### src/rtl/loader_pkg.sv
// Shared types and constants for the UART instruction loader.
// Macro UART_LOADER_CHECKSUM_EN adds the trailing-checksum state.
package loader_pkg;

  localparam int HDR_W          = 16;
  localparam int BYTES_PER_WORD = 4;
  localparam int INSTR_W        = 32;
  localparam int BIDX_W         = $clog2(BYTES_PER_WORD);

  typedef enum logic [2:0] {
    ST_IDLE   = 3'd0,
    ST_LEN_LO = 3'd1,
    ST_WORD   = 3'd2,
    ST_DONE   = 3'd3,
`ifdef UART_LOADER_CHECKSUM_EN
    ST_CHK    = 3'd5,
`endif
    ST_ERR    = 3'd4
  } state_e;

endpackage

### src/rtl/loader_timeout.sv
// Inter-byte gap counter: cleared by clr, counts while en, flags expiry
// once it has sat at TIMEOUT_CYCLES-1.
module loader_timeout #(
  parameter int unsigned TIMEOUT_CYCLES = 1_000_000
) (
  input  logic clk,
  input  logic rst_n,
  input  logic clr,
  input  logic en,
  output logic expired
);

  localparam int CW = $clog2(TIMEOUT_CYCLES) + 1;

  logic [CW-1:0] cnt_q, cnt_d;

  assign expired = (cnt_q == CW'(TIMEOUT_CYCLES - 1));

  always_comb begin
    cnt_d = cnt_q;
    if (clr) begin
      cnt_d = '0;
    end else if (en && !expired) begin
      cnt_d = cnt_q + CW'(1);
    end
  end

  always_ff @(posedge clk or negedge rst_n) begin
    if (!rst_n) begin
      cnt_q <= '0;
    end else begin
      cnt_q <= cnt_d;
    end
  end

endmodule

### src/rtl/uart_instr_loader.sv
// Assembles a length-prefixed UART byte stream into 32-bit instruction writes.
// Optional macro UART_LOADER_CHECKSUM_EN expects a trailing XOR checksum byte.
module uart_instr_loader
  import loader_pkg::*;
#(
  parameter logic [31:0] BASE_ADDR      = 32'h0000_0000,
  parameter int unsigned MAX_WORDS      = 16384,
  parameter int unsigned TIMEOUT_CYCLES = 1_000_000
) (
  input  logic              clk,
  input  logic              rst_n,
  input  logic              load_en,
  input  logic              rx_valid,
  input  logic [7:0]        rx_data,
  input  logic              rx_frame_err,
  output logic              instr_no_op,
  output logic [31:0]       instr_pc,
  output logic [INSTR_W-1:0] instr_word,
  output logic              loading,
  output logic              done,
  output logic              error,
  output logic [HDR_W-1:0]  words_loaded
);

  state_e               state_q, state_d;
  logic [HDR_W-1:0]     len_q, len_d;
  logic [BIDX_W-1:0]    bidx_q, bidx_d;
  logic [INSTR_W-1:0]   asm_q, asm_d;
  logic [HDR_W-1:0]     words_q, words_d;
  logic                 pend_q, pend_d;
  logic                 no_op_q, no_op_d;
  logic [INSTR_W-1:0]   word_q, word_d;
  logic [31:0]          pc_q, pc_d;
`ifdef UART_LOADER_CHECKSUM_EN
  logic [7:0]           xor_q, xor_d;
`endif

  logic                 active;
  logic                 byte_ok;
  logic                 expired;
  logic [HDR_W-1:0]     n_len;
  logic [HDR_W-1:0]     words_inc;

  // A byte flagged with a framing error is never consumed.
  assign byte_ok   = load_en && rx_valid && !rx_frame_err;
  assign n_len     = {len_q[HDR_W-1:8], rx_data};
  assign words_inc = words_q + HDR_W'(1);

  always_comb begin
    active = 1'b0;
    case (state_q)
      ST_LEN_LO, ST_WORD: active = 1'b1;
`ifdef UART_LOADER_CHECKSUM_EN
      ST_CHK:             active = 1'b1;
`endif
      default:            active = 1'b0;
    endcase
  end

  loader_timeout #(
    .TIMEOUT_CYCLES(TIMEOUT_CYCLES)
  ) u_timeout (
    .clk    (clk),
    .rst_n  (rst_n),
    .clr    (!load_en || rx_valid || !active),
    .en     (active),
    .expired(expired)
  );

  always_comb begin
    state_d = state_q;
    len_d   = len_q;
    bidx_d  = bidx_q;
    asm_d   = asm_q;
    words_d = words_q;
    pend_d  = 1'b0;
    no_op_d = 1'b1;
    word_d  = word_q;
    pc_d    = pc_q;
`ifdef UART_LOADER_CHECKSUM_EN
    xor_d   = xor_q;
`endif

    if (!load_en) begin
      state_d = ST_IDLE;
      bidx_d  = '0;
      words_d = '0;
      pc_d    = BASE_ADDR;
`ifdef UART_LOADER_CHECKSUM_EN
      xor_d   = '0;
`endif
    end else begin
      // Write pipeline runs independently of the state so an in-flight
      // word still lands when the FSM drops into ERR.
      no_op_d = !pend_q;
      if (pend_q) begin
        word_d = asm_q;
      end
      if (!no_op_q) begin
        pc_d = pc_q + 32'd4;
      end

      case (state_q)
        ST_IDLE: begin
          if (byte_ok) begin
            len_d   = {rx_data, len_q[7:0]};
            bidx_d  = '0;
            words_d = '0;
            state_d = ST_LEN_LO;
`ifdef UART_LOADER_CHECKSUM_EN
            xor_d   = '0;
`endif
          end
        end

        ST_LEN_LO: begin
          if (rx_frame_err) begin
            state_d = ST_ERR;
          end else if (byte_ok) begin
            len_d = n_len;
            if (n_len == '0) begin
`ifdef UART_LOADER_CHECKSUM_EN
              state_d = ST_CHK;
`else
              state_d = ST_DONE;
`endif
            end else if ({16'd0, n_len} > MAX_WORDS) begin
              state_d = ST_ERR;
            end else begin
              state_d = ST_WORD;
            end
          end else if (expired) begin
            state_d = ST_ERR;
          end
        end

        ST_WORD: begin
          if (rx_frame_err) begin
            state_d = ST_ERR;
          end else if (byte_ok && (words_q != len_q)) begin
            asm_d = {asm_q[INSTR_W-9:0], rx_data};
`ifdef UART_LOADER_CHECKSUM_EN
            xor_d = xor_q ^ rx_data;
`endif
            if (bidx_q == BIDX_W'(BYTES_PER_WORD - 1)) begin
              bidx_d  = '0;
              pend_d  = 1'b1;
              words_d = words_inc;
`ifdef UART_LOADER_CHECKSUM_EN
              if (words_inc == len_q) begin
                state_d = ST_CHK;
              end
`endif
            end else begin
              bidx_d = bidx_q + BIDX_W'(1);
            end
          end else if (words_q == len_q) begin
            // All words captured; finish once the last write cycle is out.
            if (!no_op_q) begin
              state_d = ST_DONE;
            end
          end else if (expired) begin
            state_d = ST_ERR;
          end
        end

`ifdef UART_LOADER_CHECKSUM_EN
        ST_CHK: begin
          if (rx_frame_err) begin
            state_d = ST_ERR;
          end else if (byte_ok) begin
            state_d = (rx_data == xor_q) ? ST_DONE : ST_ERR;
          end else if (expired) begin
            state_d = ST_ERR;
          end
        end
`endif

        default: begin
          state_d = state_q;
        end
      endcase
    end
  end

  always_ff @(posedge clk or negedge rst_n) begin
    if (!rst_n) begin
      state_q <= ST_IDLE;
      len_q   <= '0;
      bidx_q  <= '0;
      asm_q   <= '0;
      words_q <= '0;
      pend_q  <= 1'b0;
      no_op_q <= 1'b1;
      word_q  <= '0;
      pc_q    <= BASE_ADDR;
`ifdef UART_LOADER_CHECKSUM_EN
      xor_q   <= '0;
`endif
    end else begin
      state_q <= state_d;
      len_q   <= len_d;
      bidx_q  <= bidx_d;
      asm_q   <= asm_d;
      words_q <= words_d;
      pend_q  <= pend_d;
      no_op_q <= no_op_d;
      word_q  <= word_d;
      pc_q    <= pc_d;
`ifdef UART_LOADER_CHECKSUM_EN
      xor_q   <= xor_d;
`endif
    end
  end

  assign instr_no_op  = no_op_q || !load_en;
  assign instr_pc     = pc_q;
  assign instr_word   = word_q;
  assign loading      = active;
  assign done         = (state_q == ST_DONE);
  assign error        = (state_q == ST_ERR);
  assign words_loaded = words_q;

endmodule

### config.mk
export PLATFORM = sky130hd
export DESIGN_NAME = uart_instr_loader
export DESIGN_NICKNAME = d
export VERILOG_FILES = /design/src/rtl/loader_pkg.sv /design/src/rtl/loader_timeout.sv /design/src/rtl/uart_instr_loader.sv
export SDC_FILE = /design/constraint.sdc
export NUM_CORES = 1
export LEC_CHECK = 0
export ABC_AREA = 1
export CAP_MARGIN = 0
export CORE_ASPECT_RATIO = 0.7
export CORE_MARGIN = 10
export CORE_UTILIZATION = 55
export DETAILED_ROUTE_END_ITERATION = 10
export GPL_ROUTABILITY_DRIVEN = 0
export PLACE_DENSITY = 0.79
export SETUP_SLACK_MARGIN = 0.4
export SYNTH_ARGS = -nofsm -noshare
export SYNTH_HDL_FRONTEND = slang
export SYNTH_SLANG_ARGS = --single-unit
### constraint.sdc
create_clock -name clk -period 2.2 [get_ports clk]
set_input_delay 0.33 -clock clk [delete_from_list [all_inputs] [get_ports clk]]
set_output_delay 0.33 -clock clk [all_outputs]
set_load 0.05 [all_outputs]
**Yosys cells after proc, flatten, opt, wreduce, memory -nomap -nowiden**

Cells that the tools add are included.
Widths: inputs -> output; s select.

- Multiplexer cells: 39
- Add/subtract/negate cells: 4
- Order comparisons: 1
- Reduce and logical (&&, ||, !) cells: 23
- Eq/ne operators: 17
- Bitwise logic cells: 3

Operators by type and width:

| operator | number |
|---|---|
| $mux 16 | 6 |
| $mux 32 | 2 |
| $pmux 16 s2 | 2 |
| $mux 21 | 2 |
| $mux 3 | 11 |
| $add 32x3->32 const B | 1 |
| $add 21x1->21 const B | 1 |
| $eq 21x20->1 const B | 1 |
| $add 16x1->16 const B | 1 |
| $eq 16x16->1 | 1 |
| $gt 16x15->1 const B | 1 |
| $logic_not 16->1 | 1 |
| $mux 8 | 2 |
| $ne 16x16->1 | 1 |
| $reduce_and 4->1 | 4 |
| $ne 3x3->1 const B | 4 |
| $mux 2 | 5 |
| $reduce_and 5->1 | 2 |
| $pmux 3 s3 | 1 |
| $mux 1 | 7 |
| $eq 3x2->1 const B | 2 |
| $logic_not 1->1 | 5 |
| $ne 5x5->1 const B | 1 |
| $logic_and 1x1->1 | 4 |
| 15 further kinds | 19 |

- Register bits: 156
- Bits of input ports: 13
- Word-level logic and storage cells: 98

**Depth between registers and ports, before layout**

Gate-level depths: netlist of run 1.

- Depth after elaboration: 7
- Depth in mapped cells: 13

**By module**

Synthesis of run 1 repeated with hierarchy kept, for this count alone.

- Cell total of the unflattened synthesis: 1070
- Area total of the unflattened synthesis: 8316.7 µm²

By module, submodules not included:

| module | area each (µm²) | cells each | sequential area each (µm²) | times used |
|---|---|---|---|---|
| uart_instr_loader | 6776.5 | 837 | 3329.4 | 1 |
| loader_timeout | 1540.2 | 233 | 525.5 | 1 |

**Worst setup path before layout of run 1**

Ideal clock, no wire load.

- Path type: register to register
- Start point: reg pc_q[2] (netlist: instr_pc[2])
- End point: reg pc_q[26] (netlist: instr_pc[26])
- Cell stages (with the launch flop): 11
- Setup time: 117 ps
- Setup slack: 153 ps
- Data arrival time: 1931 ps
- Path through: dfrtp_1 > ha_1 > nand3_1 > nor3_2 > nand3_2 > nor2_1 > nand2_1 > nor2_2 > nand2_1 > nor2_1 > nor2_1

- Longest elaborated chain between the ends: 3

RTL lines:

| item | RTL line | text |
|---|---|---|
| from (decl) | uart_instr_loader.sv:33 | `logic [31:0] pc_q, pc_d;` |
| from (signal assigned) | uart_instr_loader.sv:209 | `pc_q <= pc_d;` |
| $add 32x3->32 | uart_instr_loader.sv:100 | `pc_d = pc_q + 32'd4;` |
| $mux 32 | uart_instr_loader.sv:99 | `if (!no_op_q) begin` |
| $mux 32 | uart_instr_loader.sv:84 | `if (!load_en) begin` |

No other way between the ends. The select of a mux whose other input is x is not followed.
A chain may end at the register's enable or synchronous reset.

**Final worst setup path of run 1**

- Start point: reg words_q[0] (netlist: words_loaded[0])
- End point: reg words_q[0] (netlist: words_loaded[0])

- Longest elaborated chain between the ends: 6
- Elaborated cells on any way between the ends: 10
- Those cells by class: add/sub (1); eq/ne (2); mux (5); reduce/logical (2)

RTL lines:

| item | RTL line | text |
|---|---|---|
| from (decl) | uart_instr_loader.sv:29 | `logic [HDR_W-1:0] words_q, words_d;` |
| from (signal assigned) | uart_instr_loader.sv:205 | `words_q <= words_d;` |
| $add 16x1->16 | uart_instr_loader.sv:47 | `assign words_inc = words_q + HDR_W'(1);` |
| $mux 16 | uart_instr_loader.sv:145 | `if (bidx_q == BIDX_W'(BYTES_PER_WORD - 1)) begin` |
| $mux 16 | uart_instr_loader.sv:140 | `end else if (byte_ok && (words_q != len_q)) begin` |
| $mux 16 | uart_instr_loader.sv:138 | `if (rx_frame_err) begin` |
| $pmux 16 s2 | uart_instr_loader.sv:103 | `case (state_q)` |
| $mux 16 | uart_instr_loader.sv:84 |  |

Parallel ways exist; a longest one is shown, timed or not. The select of a mux whose other input is x is not followed.

==> results of run 1 <==
[area by class of cell]
class / count / area [µm²] / area share, %
sequential: 154 / 3890 / 36.9
clock buffer: 18 / 439 / 4.16
clock inverter: 14 / 134 / 1.27
inverter: 133 / 509 / 4.83
tap: 190 / 238 / 2.25
timing repair buffer: 161 / 1630 / 15.4
multi-input combinational: 679 / 3710 / 35.2
[worst reg2reg max path: cells and delay by family, from the launching register on]
family	cells	cell delay [ps]
simple gates	10	1070
flops	1	480
buf+inv	2	280
compound gates	1	90
[worst max-delay path by stage]
| stage | slack [ps] | end | from | cells past startpoint |
|---|---|---|---|---|
| 2_1_floorplan | 330 | instr_pc[26] | instr_pc[3] | 10 |
| 3_3_place_gp | 220 | words_loaded[14] | load_en | 11 |
| 3_5_place_dp | 120 | words_loaded[10] | load_en | 11 |
| 4_1_cts | 230 | loading | state_q[0] | 5 |
| 5_1_grt | 110 | words_loaded[6] | words_loaded[0] | 13 |
| 6_report | 210 | words_loaded[0] | words_loaded[0] | 13 |
[cells by family (layout without fill, tap and decap cells)]
family | count (synthesis) | count (layout) | share of synthesized area (%)
AO/OA/AOI/OAI | 146 | 146 | 9.78
buffers and inverters | 158 | 326 | 8.57
adder cells (fa/ha/maj) | 4 | 4 | 0.638
other | 1 | 2 | 0.0478
XOR/XNOR | 7 | 7 | 0.782
AND/OR/NAND/NOR | 505 | 505 | 28.9
flip-flops | 154 | 154 | 49.2
multiplexers | 15 | 15 | 2.15
[cells in the mapped netlist, types with 3 or more instances]
| cell type | number | area [µm²] |
|---|---|---|
| buf_6 | 8 | 90.1 |
| buf_2 | 4 | 20.0 |
| nand4_1 | 32 | 200 |
| nor2_1 | 90 | 338 |
| a21oi_1 | 22 | 110 |
| o21ai_0 | 81 | 405 |
| nand3_2 | 4 | 40.0 |
| nand2_1 | 271 | 1020 |
| inv_2 | 9 | 33.8 |
| nor4_1 | 8 | 50.1 |
| ha_1 | 4 | 50.1 |
| nor3_1 | 22 | 110 |
| mux2_2 | 15 | 169 |
| a21oi_2 | 3 | 26.3 |
| nand3_1 | 50 | 250 |
| xor2_1 | 7 | 61.3 |
| clkbuf_1 | 9 | 33.8 |
| inv_1 | 121 | 454 |
| o21ai_1 | 31 | 155 |
| nor3_2 | 3 | 30.0 |
| nor2_2 | 8 | 50.1 |
| dfrtp_1 | 153 | 3830 |
| buf_4 | 3 | 22.5 |
| nand2_2 | 4 | 25.0 |
[flip-flops by register name, summed over array words and instances, names as in the netlist]
register / cells
no_op_q: 1
instr_word: 32
instr_pc: 30
len_q: 16
state_q: 3
u_timeout.cnt_q: 21
pend_q: 1
bidx_q: 2
asm_q: 32
words_loaded: 16
[power breakdown]
part | internal (mW) | total, mW | switching (mW)
Combinational | 0.683 | 1.76 | 1.08
Clock | 1.61 | 2.89 | 1.28
Sequential | 3.04 | 3.20 | 0.161
Total | 5.33 | 7.85 | 2.52
[timing repair]
item,4_1_cts,5_1_grt
hold buffers,1,0
resized for setup,87,143
endpoints found under the setup margin,100,80
buffers inserted,14,28
pin swaps,4,21
gates cloned,1,9
endpoints found under the hold margin,46,0
[layer usage]
| layer | vias to the layer above | global-route usage, % | routed length (µm) |
|---|---|---|---|
| met4 | 0 | 4.33 | 316 |
| met2 | 418 | 30.2 | 10300 |
| met5 | - | 0 | 0 |
| met3 | 42 | 6.15 | 2500 |
| li1 | 3529 | - | - |
| met1 | 3534 | 29.8 | 10200 |
==> impl_metrics.toml, run 1 <==
[logic_synthesis]
synth_seq_cells = 154
syn_inst = 990
syn_avg_cell_area_um2 = 7.92
ys_seq_area_share_pct = 49.2
synth_ff_type = "dfrtp_1"
ys.warnings.count = 0
synthArstFlopShare_pct = 100
syn-cell-area_um2 = 7840
synth.distinct_cells = 45
synth_edf_count = 0

[clock_network]
cts.clk_slew.worst_paths_ps = 70
cts_sinks = 154
clockBufferDepth = 2
insertion_delay_ps = 420
cts_tree = "done"
htreeDepth = 4
cts_inserted_buffers = 17
cts_root_buffer = "clkbuf_16"

[critical_path]
ff2ff_setup_slack_ps = 210
required_ps = 2540
worst-setup-path-type = "reg2reg"
crit_path_start_kind = "flop"
crit_top_cell = "nand2_1"
crit_family = "simple AND/OR/NAND/NOR gates"
critical_path.cell_chain = "inv_1 -> nand2_1 -> nand2_1 -> nor2_1 -> nand2_1 -> nor2_2 -> nand2_2 -> nand2_2 -> nand2_2 -> nand3_4 -> clkbuf_16 -> nand2_1 -> o21ai_1"
end_kind = "flop"
arrival_ps = 2330
slowest_delay_ps = 480
cp_max_fo = 7
ff2ff_path_depth = 13
reg2reg_from = "words_loaded[0]"
crit_slowest_cell = "dfrtp_2"
reg2reg_to = "words_loaded[0]"
worst-path-buf-inv = 2

[finish]
final_cell_count_no_fill = 1349
layout_common_cells = "nand2_1 (234), dfrtp_1 (127), inv_1 (118)"
utilization_pct = 75.5
num_antenna_cells = 0
design_area_um2 = 10500
drive_gt1_share_pct = 23.0
fill_cells = 964
syn_to_final_growth_pct = 34.5
num-nets-final = 1163
final_common_cell = "nand2_1"

[power]
ir_drop_v = 0.000654
total_power_mw = 7.85
power.density_nw_per_um2 = 745
p_leak_nw = 5.21

[place]
io_buffers = 94
placed_area_um2 = 9100
place_inst = 1264
dp_slack_ps = 119
hpwl_mm = 14.4

[sta]
finalCritPeriodShare_pct = 90.4
setup_violations = 0
clock_skew_ps = 11.7
tns_ps = 0
fin_ws_ps = 211
whs_ps = 425
min_period_ps = 1990
relSlewSlack_pct = 47.4
slew_violations = 0
tightestPinTransition_ps = 782
finalHoldViolations = 0
fmax_mhz = 503
rsz0062_at_grt = "yes"

[route]
vias_per_cell = 5.58
drcViolationCount = 0
first_pass_iters = 6
ant_nets = 0
drt_wl_total_mm = 23.3
wl_per_cell_um = 17.2
routed-via-count = 7523
drtIter0Drc = 870

[floorplanning]
start_util_pct = 56.2
pin_count = 97
dieWidth_um = 163
die_area_um2 = 19500
num_rows = 36
die_y_um = 120
core_um2 = 14000

[min_path]
hp-class = "in2async"

[flow_run]
drv_cap = 0

[global_routing]
grt_pass1_wl_mm = 33.5
grt_pass1_vias = 6724
grt_usage_pct = 20.7
grt.overflow.total = 0
grt_antenna_before_repair = 0
grt_max_degree = 51

[run_status]
status = "finished clean"
Note: power is estimated with default switching activity, not from simulation.
==> inputs of run 2 (changes only) <==
--- a/config.mk
+++ b/config.mk
@@ -7,12 +7,14 @@
 export LEC_CHECK = 0
 export ABC_AREA = 1
 export CAP_MARGIN = 0
+export CELL_PAD_IN_SITES_DETAIL_PLACEMENT = 2
+export CELL_PAD_IN_SITES_GLOBAL_PLACEMENT = 2
 export CORE_ASPECT_RATIO = 0.7
 export CORE_MARGIN = 10
-export CORE_UTILIZATION = 55
+export CORE_UTILIZATION = 33
 export DETAILED_ROUTE_END_ITERATION = 10
 export GPL_ROUTABILITY_DRIVEN = 0
-export PLACE_DENSITY = 0.79
+export PLACE_DENSITY_LB_ADDON = 0.1
 export SETUP_SLACK_MARGIN = 0.4
 export SYNTH_ARGS = -nofsm -noshare
 export SYNTH_HDL_FRONTEND = slang
==> run 2 against run 1 <==
Against the previous run: first-iteration DRC count decreased by 57%; sequential power about the same; utilization decreased by 28 points; die area increased by 56%; setup slack improved by 1.9 ps; design area increased by 6.4%; combinational power increased by 27%; via count increased by 2.5%; critical path depth increased by 1; total power increased by 7.0%; clock skew increased by 1.9 ps; critical endpoint is now words_loaded[8].
==> impl_metrics.toml, run 2 (synthesized netlist as in run 1, its figures left out) <==
[critical_path]
ff2ff_setup_slack_ps = 210
critical_path.cell_chain = "inv_1 -> nand2_1 -> nand2_1 -> nor2_2 -> nand2_2 -> nor2_4 -> nand2_2 -> nand2_2 -> nand2_4 -> nand3_4 -> buf_12 -> buf_16 -> nand2_1 -> o21ai_1"
slowest_delay_ps = 390
ff2ff_path_depth = 14
reg2reg_to = "words_loaded[8]"
reg2reg_from = "words_loaded[14]"
startpoint = "words_loaded[14]"
end_kind = "flop"
crit_path_start_kind = "flop"
required_ps = 2530
cp_max_fo = 7
worst-setup-path-type = "reg2reg"
arrival_ps = 2320
endpoint = "words_loaded[8]"
crit_slowest_cell = "dfrtp_2"

[sta]
finalHoldViolations = 0
min_period_ps = 1990
slew_violations = 0
fmax_mhz = 503
relSlewSlack_pct = 64.0
setup_violations = 0
tns_ps = 0
rsz0062_at_grt = "yes"
tightestPinTransition_ps = 540
finalCritPeriodShare_pct = 90.3
clock_skew_ps = 13.6

[route]
vias_per_cell = 5.09
ant_nets = 0
routed-via-count = 7709
wl_per_cell_um = 21.9
drt_wl_total_mm = 33.1
drcViolationCount = 0
drtIter0Drc = 378
first_pass_iters = 4

[clock_network]
cts_tree = "done"
cts.clk_slew.worst_paths_ps = 70
htreeDepth = 4
insertion_delay_ps = 440
cts_inserted_buffers = 17
clockBufferDepth = 2
cts_root_buffer = "clkbuf_16"
cts_sinks = 154

[floorplanning]
die_area_um2 = 30400
start_util_pct = 33.3
pin_count = 97
dieWidth_um = 204
num_rows = 47
die_y_um = 149
core_um2 = 23500

[global_routing]
grt.overflow.total = 0
grt_max_degree = 54
grt_pass1_vias = 8076
grt_pass1_wl_mm = 46.4
grt_usage_pct = 19.3
grt_antenna_before_repair = 0

[place]
io_buffers = 94
hpwl_mm = 20.2

[finish]
layout_common_cells = "nand2_1 (214), dfrtp_1 (127), inv_1 (112)"
num_antenna_cells = 0
ff_latch_area_um2 = 3890
drive_gt1_share_pct = 30.5
syn_to_final_growth_pct = 43.0
multi_input_area_um2 = 3930
num-nets-final = 1200
final_common_cell = "nand2_1"
fill_cells = 2585

[power]
power.density_nw_per_um2 = 749
p_leak_nw = 5.50
ir_drop_v = 0.000595
total_power_mw = 8.40

[flow_run]
drv_cap = 0

[run_status]
status = "finished clean"

[min_path]
hp-class = "in2reg"
run 2: cell type report:
| class | instances | area share (%) |
|---|---|---|
| inverter | 133 | 4.63 |
| clock inverter | 9 | 0.837 |
| multi-input combinational | 679 | 35.0 |
| clock buffer | 23 | 4.17 |
| sequential | 154 | 34.7 |
| timing repair buffer | 198 | 17.1 |
| tap | 318 | 3.55 |
run 2: worst max-delay path, delay by kind of cell (launching register included):
family	cells	cell delay [ps]
flops	1	390
simple gates	10	1030
compound gates	1	140
buf+inv	3	300
run 2: layer usage:
metal	wire, µm	track usage, %	up-vias
met5	0	0	-
met4	380	4.13	0
met3	1160	3.69	27
met2	16200	30.4	112
met1	15500	26.9	3970
li1	-	-	3600
run 2: where the power goes:
| group | leakage, nW | switching (mW) | internal (mW) |
|---|---|---|---|
| Combinational | 3.19 | 1.37 | 0.873 |
| Sequential | 2.04 | 0.190 | 3.04 |
| Clock | 0.268 | 1.30 | 1.63 |
run 2: per-stage QoR:
stage / worst slack [ps] / area, µm² / utilization (%) / cells / hold WS, ps
floorplan: 335 / 7890 / - / 991 / 34.4
global placement: 164 / 9370 / 39.8 / 1408 / 316
detailed placement: 58.3 / 9370 / 39.8 / 1408 / 320
CTS: 351 / 10200 / 43.6 / 1472 / 427
global route: 143 / 11200 / 47.7 / 1514 / 258
finish: 213 / 11200 / 47.7 / 1514 / 253
run 2: how the worst min path moves through the flow:
| stage | from | end | slack [ps] | cells after the start |
|---|---|---|---|---|
| 6_report | load_en | instr_pc[26] | 250 | 3 |
| 4_1_cts | rst_n | len_q[5] | 430 | 2 |
| 3_5_place_dp | rst_n | len_q[5] | 320 | 1 |
| 3_3_place_gp | rst_n | len_q[5] | 320 | 1 |
| 2_1_floorplan | rst_n | asm_q[0] | 30 | 0 |
| 5_1_grt | load_en | instr_pc[26] | 260 | 3 |
run 2: repair_timing:
action | CTS | global route
cloned | 2 | 8
setup endpoints to repair | 147 | 105
gates resized for setup | 119 | 217
pin swaps | 8 | 29
hold endpoints to repair | 44 | 0
hold buffers | 1 | 0
buffers inserted | 29 | 34
